**config.mk**
```make
export PLATFORM = sky130hd
export DESIGN_NAME = ps2_host_tx_flat
export DESIGN_NICKNAME = d
export VERILOG_FILES = /design/src/rtl/ps2_pkg.sv /design/src/rtl/ps2_host_tx_if.sv /design/src/rtl/ps2_line_sync.sv /design/src/rtl/ps2_host_tx.sv /design/src/flat_wrapper.sv
export SDC_FILE = /design/constraint.sdc
export NUM_CORES = 1
export LEC_CHECK = 0
export BUFFER_PORTS_ARGS = -buffer_cell sky130_fd_sc_hd__buf_2
export CAP_MARGIN = 20
export CORE_MARGIN = 2
export CORE_UTILIZATION = 30
export DETAILED_ROUTE_END_ITERATION = 8
export PLACE_DENSITY_LB_ADDON = 0.3
export SYNTH_ARGS = -nofsm -noshare
export SYNTH_HDL_FRONTEND = slang
export SYNTH_SLANG_ARGS = --single-unit
```
**constraint.sdc**
```tcl
create_clock -name Clock -period 3.9 [get_ports Clock]
set_clock_uncertainty 0.1 [all_clocks]
set_input_delay 0.975 -clock Clock [delete_from_list [all_inputs] [get_ports Clock]]
set_output_delay 0.975 -clock Clock [all_outputs]
set_load 0.01 [all_outputs]
```
**src/rtl/ps2_pkg.sv**
```systemverilog
// Shared definitions for the PS/2 host transmitter: FSM states, error codes,
// keyboard command bytes and the frame length.
package ps2_pkg;

   typedef enum logic [2:0] {
      IDLE,
      INHIBIT,
      REQ,
      DATA,
      PARITY,
      STOP,
      ACK,
      WAIT_IDLE
   } ps2_tx_state_e;

   localparam logic [1:0] ERR_NONE          = 2'd0;
   localparam logic [1:0] ERR_START_TIMEOUT = 2'd1;
   localparam logic [1:0] ERR_FRAME_TIMEOUT = 2'd2;
   localparam logic [1:0] ERR_NO_ACK        = 2'd3;

   localparam logic [7:0] CMD_RESET   = 8'hFF;
   localparam logic [7:0] CMD_SET_LED = 8'hED;
   localparam logic [7:0] CMD_ENABLE  = 8'hF4;
   localparam logic [7:0] CMD_RESEND  = 8'hFE;

   localparam int FRAME_EDGES = 11;

   // Microsecond delays are converted once, so every timer is a plain cycle count.
   function automatic int us_to_cycles(input int freq_hz, input int us);
      return (freq_hz / 1000000) * us;
   endfunction

endpackage

```
**src/rtl/ps2_host_tx_if.sv**
```systemverilog
// Command-side handshake of the PS/2 host transmitter.
interface ps2_host_tx_if;

   logic       tx_valid;
   logic [7:0] tx_data;
   logic       tx_ready;
   logic       busy;
   logic       tx_done;
   logic       tx_err;
   logic [1:0] err_code;

   modport master (
      output tx_valid, tx_data,
      input  tx_ready, busy, tx_done, tx_err, err_code
   );

   modport slave (
      input  tx_valid, tx_data,
      output tx_ready, busy, tx_done, tx_err, err_code
   );

endinterface

```
**src/rtl/ps2_line_sync.sv**
```systemverilog
// Two-flop synchronizers for the PS/2 pins plus clock falling-edge detect;
// the receive path can reuse it unchanged.
module ps2_line_sync (
   input  logic Clock,
   input  logic reset,
   input  logic clk_in,
   input  logic dat_in,
   output logic clk_sync,
   output logic dat_sync,
   output logic clk_fall
);

   logic [1:0] clk_pipe;
   logic [1:0] dat_pipe;
   logic       clk_prev;

   // Reset to the idle-high bus level so no phantom edge appears after reset.
   always_ff @(posedge Clock) begin
      if (reset) begin
         clk_pipe <= 2'b11;
         dat_pipe <= 2'b11;
         clk_prev <= 1'b1;
      end else begin
         clk_pipe <= {clk_pipe[0], clk_in};
         dat_pipe <= {dat_pipe[0], dat_in};
         clk_prev <= clk_pipe[1];
      end
   end

   assign clk_sync = clk_pipe[1];
   assign dat_sync = dat_pipe[1];
   assign clk_fall = clk_prev & ~clk_pipe[1];

endmodule

```
**src/rtl/ps2_host_tx.sv**
```systemverilog
// Host-to-device PS/2 transmitter: inhibits the bus, requests to send, then
// shifts one command byte out on device-generated clock edges.
module ps2_host_tx
   import ps2_pkg::*;
#(
   parameter int CLOCK_FREQUENCY  = 25000000,
   parameter int INHIBIT_US       = 120,
   parameter int START_TIMEOUT_US = 15000,
   parameter int FRAME_TIMEOUT_US = 2000
) (
   input  logic          Clock,
   input  logic          reset,
   ps2_host_tx_if.slave  cmd,
   input  logic          ps2_clk_in,
   input  logic          ps2_dat_in,
   output logic          ps2_clk_oe,
   output logic          ps2_dat_oe
);

   localparam int INHIBIT_CYCLES = us_to_cycles(CLOCK_FREQUENCY, INHIBIT_US);
   localparam int START_CYCLES   = us_to_cycles(CLOCK_FREQUENCY, START_TIMEOUT_US);
   localparam int FRAME_CYCLES   = us_to_cycles(CLOCK_FREQUENCY, FRAME_TIMEOUT_US);
   localparam int TIMER_MAX      = (INHIBIT_CYCLES > START_CYCLES) ? INHIBIT_CYCLES : START_CYCLES;
   localparam int TW             = $clog2(TIMER_MAX + 1);
   localparam int FW             = $clog2(FRAME_CYCLES + 1);

   localparam logic [TW-1:0] INHIBIT_LAST   = TW'(INHIBIT_CYCLES - 1);
   localparam logic [TW-1:0] START_LAST     = TW'(START_CYCLES - 1);
   localparam logic [FW-1:0] FRAME_LAST     = FW'(FRAME_CYCLES - 1);
   localparam logic [3:0]    LAST_DATA_EDGE = 4'(FRAME_EDGES - 3);

   ps2_tx_state_e state, next_state;

   logic [TW-1:0] timer;
   logic [FW-1:0] frame_timer;
   logic [3:0]    edge_cnt;
   logic [7:0]    data_q;
   logic          parity_q;
   logic          drive_q;
   logic          ack_ok_q;
   logic [1:0]    err_code_q;
   logic          done_q;
   logic          err_q;
   logic          ready_en;

   logic clk_sync, dat_sync, clk_fall;
   logic tx_ready_w, accept;
   logic inhibit_end, start_expired, frame_expired, in_frame, bus_idle;

   ps2_line_sync u_sync (
      .Clock    (Clock),
      .reset    (reset),
      .clk_in   (ps2_clk_in),
      .dat_in   (ps2_dat_in),
      .clk_sync (clk_sync),
      .dat_sync (dat_sync),
      .clk_fall (clk_fall)
   );

   assign tx_ready_w    = (state == IDLE) && ready_en;
   assign accept        = cmd.tx_valid && tx_ready_w;
   assign inhibit_end   = (timer == INHIBIT_LAST);
   assign start_expired = (timer == START_LAST);
   assign frame_expired = (frame_timer == FRAME_LAST);
   assign in_frame      = state inside {DATA, PARITY, STOP, ACK, WAIT_IDLE};
   assign bus_idle      = clk_sync && dat_sync;

   always_ff @(posedge Clock) begin
      if (reset) state <= IDLE;
      else       state <= next_state;
   end

   // Frame timeout is checked before any edge so it wins a tie.
   always_comb begin
      next_state = state;
      case (state)
         IDLE:    if (accept) next_state = INHIBIT;
         INHIBIT: if (inhibit_end) next_state = REQ;
         REQ: begin
            if (clk_fall)           next_state = DATA;
            else if (start_expired) next_state = IDLE;
         end
         default: begin
            if (frame_expired) begin
               next_state = IDLE;
            end else begin
               case (state)
                  DATA:      if (clk_fall && edge_cnt == LAST_DATA_EDGE) next_state = PARITY;
                  PARITY:    if (clk_fall) next_state = STOP;
                  STOP:      if (clk_fall) next_state = ACK;
                  ACK:       next_state = WAIT_IDLE;
                  WAIT_IDLE: if (bus_idle) next_state = IDLE;
                  default:   next_state = IDLE;
               endcase
            end
         end
      endcase
   end

   // Datapath: timers, bit selection on each device edge, and result flags.
   always_ff @(posedge Clock) begin
      if (reset) begin
         timer       <= '0;
         frame_timer <= '0;
         edge_cnt    <= '0;
         data_q      <= '0;
         parity_q    <= 1'b0;
         drive_q     <= 1'b0;
         ack_ok_q    <= 1'b0;
         err_code_q  <= ERR_NONE;
         done_q      <= 1'b0;
         err_q       <= 1'b0;
         ready_en    <= 1'b0;
      end else begin
         ready_en <= 1'b1;
         done_q   <= 1'b0;
         err_q    <= 1'b0;
         case (state)
            IDLE: begin
               timer       <= '0;
               frame_timer <= '0;
               edge_cnt    <= '0;
               if (accept) begin
                  data_q     <= cmd.tx_data;
                  parity_q   <= ~^cmd.tx_data;
                  err_code_q <= ERR_NONE;
               end
            end
            INHIBIT: timer <= inhibit_end ? '0 : timer + 1'b1;
            REQ: begin
               timer <= timer + 1'b1;
               if (clk_fall) begin
                  drive_q     <= ~data_q[0];
                  edge_cnt    <= 4'd1;
                  frame_timer <= FW'(1);
               end else if (start_expired) begin
                  err_q      <= 1'b1;
                  err_code_q <= ERR_START_TIMEOUT;
               end
            end
            default: begin
               frame_timer <= frame_timer + 1'b1;
               if (frame_expired) begin
                  err_q      <= 1'b1;
                  err_code_q <= ERR_FRAME_TIMEOUT;
               end else begin
                  if (clk_fall && state inside {DATA, PARITY, STOP}) edge_cnt <= edge_cnt + 4'd1;
                  case (state)
                     DATA: if (clk_fall) drive_q <= (edge_cnt == LAST_DATA_EDGE) ? ~parity_q
                                                                                : ~data_q[edge_cnt[2:0]];
                     PARITY: if (clk_fall) drive_q <= 1'b0;
                     STOP: if (clk_fall) begin
                        ack_ok_q <= ~dat_sync;
                        if (dat_sync) err_code_q <= ERR_NO_ACK;
                     end
                     WAIT_IDLE: if (bus_idle) begin
                        done_q <= ack_ok_q;
                        err_q  <= ~ack_ok_q;
                     end
                     default: ;
                  endcase
               end
            end
         endcase
      end
   end

   always_comb begin
      ps2_clk_oe = (state == INHIBIT);
      ps2_dat_oe = 1'b0;
      if (state == INHIBIT && inhibit_end)             ps2_dat_oe = 1'b1;
      else if (state == REQ)                           ps2_dat_oe = 1'b1;
      else if ((state == DATA || state == PARITY) && in_frame) ps2_dat_oe = drive_q;
   end

   assign cmd.tx_ready = tx_ready_w;
   assign cmd.busy     = (state != IDLE);
   assign cmd.tx_done  = done_q;
   assign cmd.tx_err   = err_q;
   assign cmd.err_code = err_code_q;

endmodule
```
**src/flat_wrapper.sv**
```systemverilog
// flat-port wrapper written by rule: the top's interface ports become plain ports
module ps2_host_tx_flat import ps2_pkg::*;
#(
   parameter int CLOCK_FREQUENCY  = 25000000,
   parameter int INHIBIT_US       = 120,
   parameter int START_TIMEOUT_US = 15000,
   parameter int FRAME_TIMEOUT_US = 2000
)
  (Clock, reset, ps2_clk_in, ps2_dat_in, ps2_clk_oe, ps2_dat_oe, cmd_tx_valid, cmd_tx_data, cmd_tx_ready, cmd_busy, cmd_tx_done, cmd_tx_err, cmd_err_code);
  ps2_host_tx_if cmd_i ();
  input  logic Clock;
  input  logic reset;
  input  logic ps2_clk_in;
  input  logic ps2_dat_in;
  output logic ps2_clk_oe;
  output logic ps2_dat_oe;
  input wire logic [$bits(cmd_i.tx_valid)-1:0] cmd_tx_valid;
  input wire logic [$bits(cmd_i.tx_data)-1:0] cmd_tx_data;
  output wire logic [$bits(cmd_i.tx_ready)-1:0] cmd_tx_ready;
  output wire logic [$bits(cmd_i.busy)-1:0] cmd_busy;
  output wire logic [$bits(cmd_i.tx_done)-1:0] cmd_tx_done;
  output wire logic [$bits(cmd_i.tx_err)-1:0] cmd_tx_err;
  output wire logic [$bits(cmd_i.err_code)-1:0] cmd_err_code;
  assign cmd_i.tx_valid = cmd_tx_valid;
  assign cmd_i.tx_data = cmd_tx_data;
  assign cmd_tx_ready = cmd_i.tx_ready;
  assign cmd_busy = cmd_i.busy;
  assign cmd_tx_done = cmd_i.tx_done;
  assign cmd_tx_err = cmd_i.tx_err;
  assign cmd_err_code = cmd_i.err_code;
  ps2_host_tx #(.CLOCK_FREQUENCY(CLOCK_FREQUENCY), .INHIBIT_US(INHIBIT_US), .START_TIMEOUT_US(START_TIMEOUT_US), .FRAME_TIMEOUT_US(FRAME_TIMEOUT_US)) u_core (.Clock(Clock), .reset(reset), .cmd(cmd_i), .ps2_clk_in(ps2_clk_in), .ps2_dat_in(ps2_dat_in), .ps2_clk_oe(ps2_clk_oe), .ps2_dat_oe(ps2_dat_oe));
endmodule
```
==> results.cfg, run 1 <==
[critical_path]
required_ns = 2.82
r2r-end = u_core.edge_cnt[2]$_SDFFE_PP0P_
path_max_fanout = 6
rr_worst_depth = 6
setup.worst_path.class = flop to output port
critical_path.endpoint_type = output port
timing.rr.start = u_core.frame_timer[0]$_SDFFE_PP0P_
worstPathArrival_ns = 2.00
setup.worst_path.start_class = flop
setup.reg_to_reg.worst_slack_ns = 1.27

[logic_synthesis]
async_reset_ff_share_pct = 0
synth-seq-cells = 63
synth-edff-count = 0
yosysSeqAreaShare_pct = 36.2
synth_fp_nets = 420
synthFlopType = sky130_fd_sc_hd__dfxtp_1
synth.distinct_cells = 69
netlist_instances = 403
synthesis.area_um2 = 3480
post_synth.cell_area_avg_um2 = 8.64
ys_warn_count = 0

[timing]
report.final.hold_viol_count = 0
grt_setup_unrepaired = false
min_period_over_period_pct = 78.9
fin_worst_hold_slack_ns = 0.307
setup-tns-final_ns = 0
fin_crit_ns = 3.08
fmax_ghz = 0.325
timing.final.setup_violations = 0
max_slew_headroom_pct = 38.5
maxSlewViolCount = 0
worst_pin_slew_ns = 0.916

[hold_path]
hold_path.startpoint = u_core.u_sync.dat_pipe[0]$_SDFF_PP1_
holdPathEnd = u_core.u_sync.dat_pipe[1]$_SDFF_PP1_
hold_path_class = flop to flop
hold_path_depth = 1

[clock_network]
cts_htree_levels = 3
number_of_buffers_inserted_to_repair_setup_after_cts = 0
path_clk_slew_ns = 0.06
post_cts_resize_count = 0
clk-insertion-delay-late_ns = 0.33
cts_buffer_depth = 2
cts.sink_count = 63
holdBufCountCts = 0
cts_inserted_buffers = 9
cts_tree = done
ctsRootBufferMaster = sky130_fd_sc_hd__clkbuf_16

[global_route]
largest_net_degree_at_the_start_of_global_routing = 31
total_grt_usage_pct = 13.0
grt_remaining_overflow = 0
grt_antenna_before_repair = 0
first_global_vias = 2705
grt_pass1_wl_mm = 13.5

[routing]
routedWlPerCell_um = 13.9
detail_route.first_pass.iterations = 4
vias = 2964
routed_wl_mm = 7.85
post-route-drc-count = 0
drt-initial-drc-count = 139
mean_number_of_vias_per_cell = 5.25
drt.antenna.violating_nets = 0

[layout]
synthesis_to_finish_area_growth_pct = 14.2
post-route-cell-area_um2 = 3980
layout_common_cells = sky130_fd_sc_hd__dfxtp_1, sky130_fd_sc_hd__nor2_1, sky130_fd_sc_hd__nand2_1
mostFrequentLayoutCell = sky130_fd_sc_hd__dfxtp_1
antenna-diode-count = 0
drive_above_1_share_pct = 15.9
final_core_util_pct = 35.0
final_nets = 434

[run_status]
status = finished, final reports clean

[floorplan]
dieWidth_um = 112
die_extent_in_y_um = 112
num_io_pins = 21
placement_row_count = 39
initial_core_util_pct = 30.6
fp.dieArea_um2 = 12500
core_um2 = 11400

[power]
powerDensity_nw_per_um2 = 501
vdd.ir_drop.worst_mv = 0.312
static-leakage-power_nw = 1.32

[placement]
gp_congestion = 0.813
dpl-instance-area_um2 = 3650
dpl.hpwl_mm = 5.47
io_buffers = 20

[job]
cap_viol_max_count = 0
## layout make-up
type	count	area, µm²
inverters	15	56.3
clock inverters	5	80.1
multi-input cells	306	2030
repair buffers	22	115
clock buffers	11	253
fillers	1167	7390
flip-flops and latches	63	1260
well taps	143	179
## synth_stat cells, drive strengths merged, types with 3 or more instances
master | number | area share (%)
and2 | 3 | 0.54
o21ai | 12 | 1.8
o31ai | 5 | 1.1
or4 | 6 | 1.3
or3 | 11 | 2.0
mux2i | 18 | 5.2
or2 | 6 | 1.1
and3 | 5 | 0.90
a2111oi | 3 | 0.93
or4b | 3 | 0.97
a21o | 4 | 0.93
dfxtp | 63 | 36
inv | 15 | 1.6
nand2 | 34 | 3.7
nor3 | 7 | 1.0
nor2 | 41 | 4.5
a22oi | 4 | 0.86
ha | 4 | 1.4
xor2 | 5 | 1.3
nand4 | 12 | 2.2
nand3 | 15 | 2.2
a21oi | 27 | 4.1
nor4 | 16 | 3.3
xnor2 | 21 | 5.3
nand2b | 3 | 0.54
clkbuf | 12 | 2.4
buf | 7 | 1.3
## kinds of logic (layout without fill, tap and decap cells)
kind of cell,Yosys count,count (layout),synth area share (%)
adders and majority gates,4,4,1.44
xor gates and xnor gates,26,26,6.54
muxes,21,21,6.79
DFF,63,63,36.2
buffers and inverters,34,53,5.39
and+or+nand+nor,179,179,28.9
AOI/OAI and AO/OA,76,76,14.8
## per-layer routing
layer | global-route usage [%] | up-vias | wire (µm)
met5 | 0 | - | 0
met4 | 4.61 | 0 | 91
met3 | 2.61 | 6 | 251
met2 | 19.5 | 47 | 3550
met1 | 18.6 | 1413 | 3970
li1 | - | 1498 | -
## worst max-delay path, cell delays in order, from the launching register on
cell and delay (ns):
sky130_fd_sc_hd__dfxtp_1 0.36, sky130_fd_sc_hd__ha_1 0.28, sky130_fd_sc_hd__and4b_1 0.22, sky130_fd_sc_hd__nand4_1 0.18
sky130_fd_sc_hd__nor3_1 0.19, sky130_fd_sc_hd__a21oi_1 0.06, sky130_fd_sc_hd__o22ai_1 0.21, sky130_fd_sc_hd__buf_2 0.17
## worst max path at each step
stage | from | end | slack [ns] | depth (start not counted)
floorplan | u_core.timer[0]$_SDFFE_PP0P_ | ps2_dat_oe | 1.49 | 6
global placement | u_core.timer[1]$_SDFFE_PP0P_ | ps2_dat_oe | 1.24 | 7
detailed placement | u_core.timer[1]$_SDFFE_PP0P_ | ps2_dat_oe | 1.19 | 7
CTS | u_core.timer[1]$_SDFFE_PP0P_ | ps2_dat_oe | 0.84 | 7
global route | u_core.timer[11]$_SDFFE_PP0P_ | ps2_dat_oe | 0.63 | 6
finish | u_core.timer[1]$_SDFFE_PP0P_ | ps2_dat_oe | 0.82 | 7
## flip-flops by register name, indices dropped and copies added, names as in the netlist
| register | count |
|---|---|
| u_core.frame_timer | 16 |
| u_core.drive_q | 1 |
| u_core.parity_q | 1 |
| u_core.data_q | 8 |
| u_core.cmd.err_code | 2 |
| u_core.u_sync.dat_pipe | 2 |
| u_core.u_sync.clk_pipe | 2 |
| u_core.state | 3 |
| u_core.edge_cnt | 4 |
| u_core.timer | 19 |
| u_core.ack_ok_q | 1 |
| u_core.ready_en | 1 |
| u_core.cmd.tx_err | 1 |
| u_core.u_sync.clk_prev | 1 |
| u_core.cmd.tx_done | 1 |
## stage by stage
| stage | setup WS [ns] | total power [mW] | instances |
|---|---|---|---|
| 2_1_floorplan | 1.49 | 1.04 | 403 |
| 3_3_place_gp | 1.24 | 1.12 | 549 |
| 3_5_place_dp | 1.19 | 1.12 | 549 |
| 4_1_cts | 0.835 | 2.01 | 565 |
| 5_1_grt | 0.635 | 2.09 | 565 |
| 6_report | 0.825 | 1.99 | 565 |
## report_power, final
part           switching, mW  total, mW  internal, mW  leakage, nW
combinational          0.245      0.387         0.141        0.652
sequential            0.0509      0.723         0.672        0.510
clock                  0.290      0.882         0.593        0.158
total                  0.586       1.99          1.41         1.32
Power figures use the tool's default switching activity.
==> run 2, diff against run 1 <==
Clock period 3.9 ns to 2.5 ns, I/O delays scaled along.
==> run 2 against run 1 <==
  * Final area is 4.7% higher
  * Critical endpoint unchanged
  * Register-to-register slack worse by 0.96 ns
  * Power is 51% higher
  * Via count is 2.5% higher
  * Critical path depth stayed put
  * Wire length is 5.1% higher
  * Clock power is 37% higher
  * Sequential power is 52% higher
  * Count of clock-buffer cells in the layout is 2 lower
==> results.cfg, run 2 (synthesis results as in run 1) <==
[run_status]
status = finished, final reports clean

[critical_path]
r2r-end = u_core.state[1]$_SDFFE_PP0P_
cp-endpoint = ps2_dat_oe
crit_path_start = u_core.timer[1]$_SDFFE_PP0P_
required_ns = 1.77
path_max_fanout = 4
critical_path.endpoint_type = output port
timing.rr.start = u_core.frame_timer[4]$_SDFFE_PP0P_
worst_path_largest_cell_delay_ns = 0.36
cpMaxStageDelayCell = sky130_fd_sc_hd__dfxtp_4
rr_worst_depth = 6
timing.critical_path.cells = ha_4 -> and4b_1 -> nand4_1 -> nor3_2 -> a21oi_1 -> o22ai_1 -> buf_2
setup.reg_to_reg.worst_slack_ns = 0.31
setup.worst_path.class = flop to output port
setup.worst_path.start_class = flop
worstPathArrival_ns = 1.72

[routing]
detail_route.first_pass.iterations = 5
vias = 3039
post-route-drc-count = 0
routed_wl_mm = 8.26
routedWlPerCell_um = 14.1
mean_number_of_vias_per_cell = 5.19
drt-initial-drc-count = 127
drt.antenna.violating_nets = 0

[placement]
dpl-instance-area_um2 = 3760
io_buffers = 20
gp_congestion = 0.816
dpl.hpwl_mm = 5.76
dpl.cell_count = 564

[floorplan]
num_io_pins = 21
core_um2 = 11400
die_extent_in_y_um = 112
initial_core_util_pct = 30.6
dieWidth_um = 112
placement_row_count = 39
fp.dieArea_um2 = 12500

[timing]
fmax_ghz = 0.409
timing.final.setup_violations = 0
report.final.hold_viol_count = 0
maxSlewViolCount = 0
max_slew_headroom_pct = 58.3
fin_worst_hold_slack_ns = 0.309
min_period_over_period_pct = 97.7
worst_pin_slew_ns = 0.618
grt_setup_unrepaired = true
fin_crit_ns = 2.44
setup-tns-final_ns = 0

[layout]
biggestRegsByFlops = u_core.timer: 19 flops, u_core.frame_timer: 16 flops, u_core.data_q: 8 flops
mostFrequentLayoutCell = sky130_fd_sc_hd__dfxtp_1
largest_register_ff_count = 19
largest_register = u_core.timer
synthesis_to_finish_area_growth_pct = 19.6
post-route-cell-area_um2 = 4170
drive_above_1_share_pct = 22.8
final_nets = 456
final_cells = 586
antenna-diode-count = 0
layout_common_cells = sky130_fd_sc_hd__dfxtp_1, sky130_fd_sc_hd__nor2_1, sky130_fd_sc_hd__nand2_1

[clock_network]
cts.sink_count = 63
cts_buffer_depth = 2
ctsRootBufferMaster = sky130_fd_sc_hd__clkbuf_16
cts_inserted_buffers = 9
cts_htree_levels = 3
cts_tree = done
path_clk_slew_ns = 0.05
clk-insertion-delay-late_ns = 0.33

[global_route]
first_global_vias = 2927
largest_net_degree_at_the_start_of_global_routing = 32
total_grt_usage_pct = 13.6
grt_remaining_overflow = 0
grt_pass1_wl_mm = 14.2
grt_antenna_before_repair = 0

[power]
static-leakage-power_nw = 1.41
vdd.ir_drop.worst_mv = 0.398
powerDensity_nw_per_um2 = 723
power.total_mw = 3.01

[hold_path]
hold_path_class = flop to flop

[job]
cap_viol_max_count = 0
run 2: cell types whose count changed in the layout (fill, tap and decap cells not counted), sizes merged:
cell,delta
buf,+22
clkbuf,-2
bufinv,-1
clkinv,+1
clkinvlp,+1
run 2: worst min path at each step:
stage	endpoint	cells after the start	start
after global routing	u_core.u_sync.dat_pipe[1]$_SDFF_PP1_	1	u_core.u_sync.dat_pipe[0]$_SDFF_PP1_
after floorplan	u_core.u_sync.clk_pipe[1]$_SDFF_PP1_	1	u_core.u_sync.clk_pipe[0]$_SDFF_PP1_
after detailed placement	u_core.u_sync.clk_pipe[1]$_SDFF_PP1_	1	u_core.u_sync.clk_pipe[0]$_SDFF_PP1_
final	u_core.u_sync.dat_pipe[1]$_SDFF_PP1_	1	u_core.u_sync.dat_pipe[0]$_SDFF_PP1_
after CTS	u_core.u_sync.clk_pipe[1]$_SDFF_PP1_	1	u_core.u_sync.clk_pipe[0]$_SDFF_PP1_
after global placement	u_core.u_sync.dat_pipe[1]$_SDFF_PP1_	1	u_core.u_sync.dat_pipe[0]$_SDFF_PP1_
run 2: routing by layer:
layer  global-route usage (%)  vias up  part of all wire [%]
li1                         -     1545                     -
met1                     18.7     1411                    48
met2                     21.7       69                    46
met3                     2.67       14                   4.2
met4                     4.20        0                   1.5
met5                        0        -                     0
run 2: per-stage QoR:
stage	utilization, %	worst slack [ns]
after floorplan	-	0.441
after global placement	33.1	0.212
after detailed placement	33.1	0.183
after CTS	36.3	-0.0395
after global routing	36.6	-0.0237
final	36.6	0.0563
run 2: final cells by class:
| cell class | instances | area [µm²] |
|---|---|---|
| clock buffers | 9 | 225 |
| clock inverters | 6 | 62.6 |
| fillers | 1174 | 7200 |
| inverters | 15 | 56.3 |
| multi-input cells | 306 | 2080 |
| flip-flops and latches | 63 | 1280 |
| well taps | 143 | 179 |
| repair buffers | 44 | 280 |
run 2: report_power, final:
group / internal [mW] / switching (mW) / leakage, nW
Combinational: 0.274 / 0.432 / 0.762
Clock: 0.761 / 0.445 / 0.133
Sequential: 1.05 / 0.0533 / 0.516
Total: 2.08 / 0.930 / 1.41
run 2: timing repair:
action,CTS,global route
hold buffers,0,0
gates resized for setup,14,5
endpoints found under the setup margin,1,1
pin swaps,4,5
setup buffers,5,2
run 2: worst max-delay path: cells and delay by family (launching register included):
kind | cells | cell delay (ns)
adder cells (fa/ha/maj) | 1 | 0.13
flip-flops | 1 | 0.36
AO/OA/AOI/OAI | 2 | 0.23
AND/OR/NAND/NOR | 3 | 0.51
buffers and inverters | 1 | 0.16
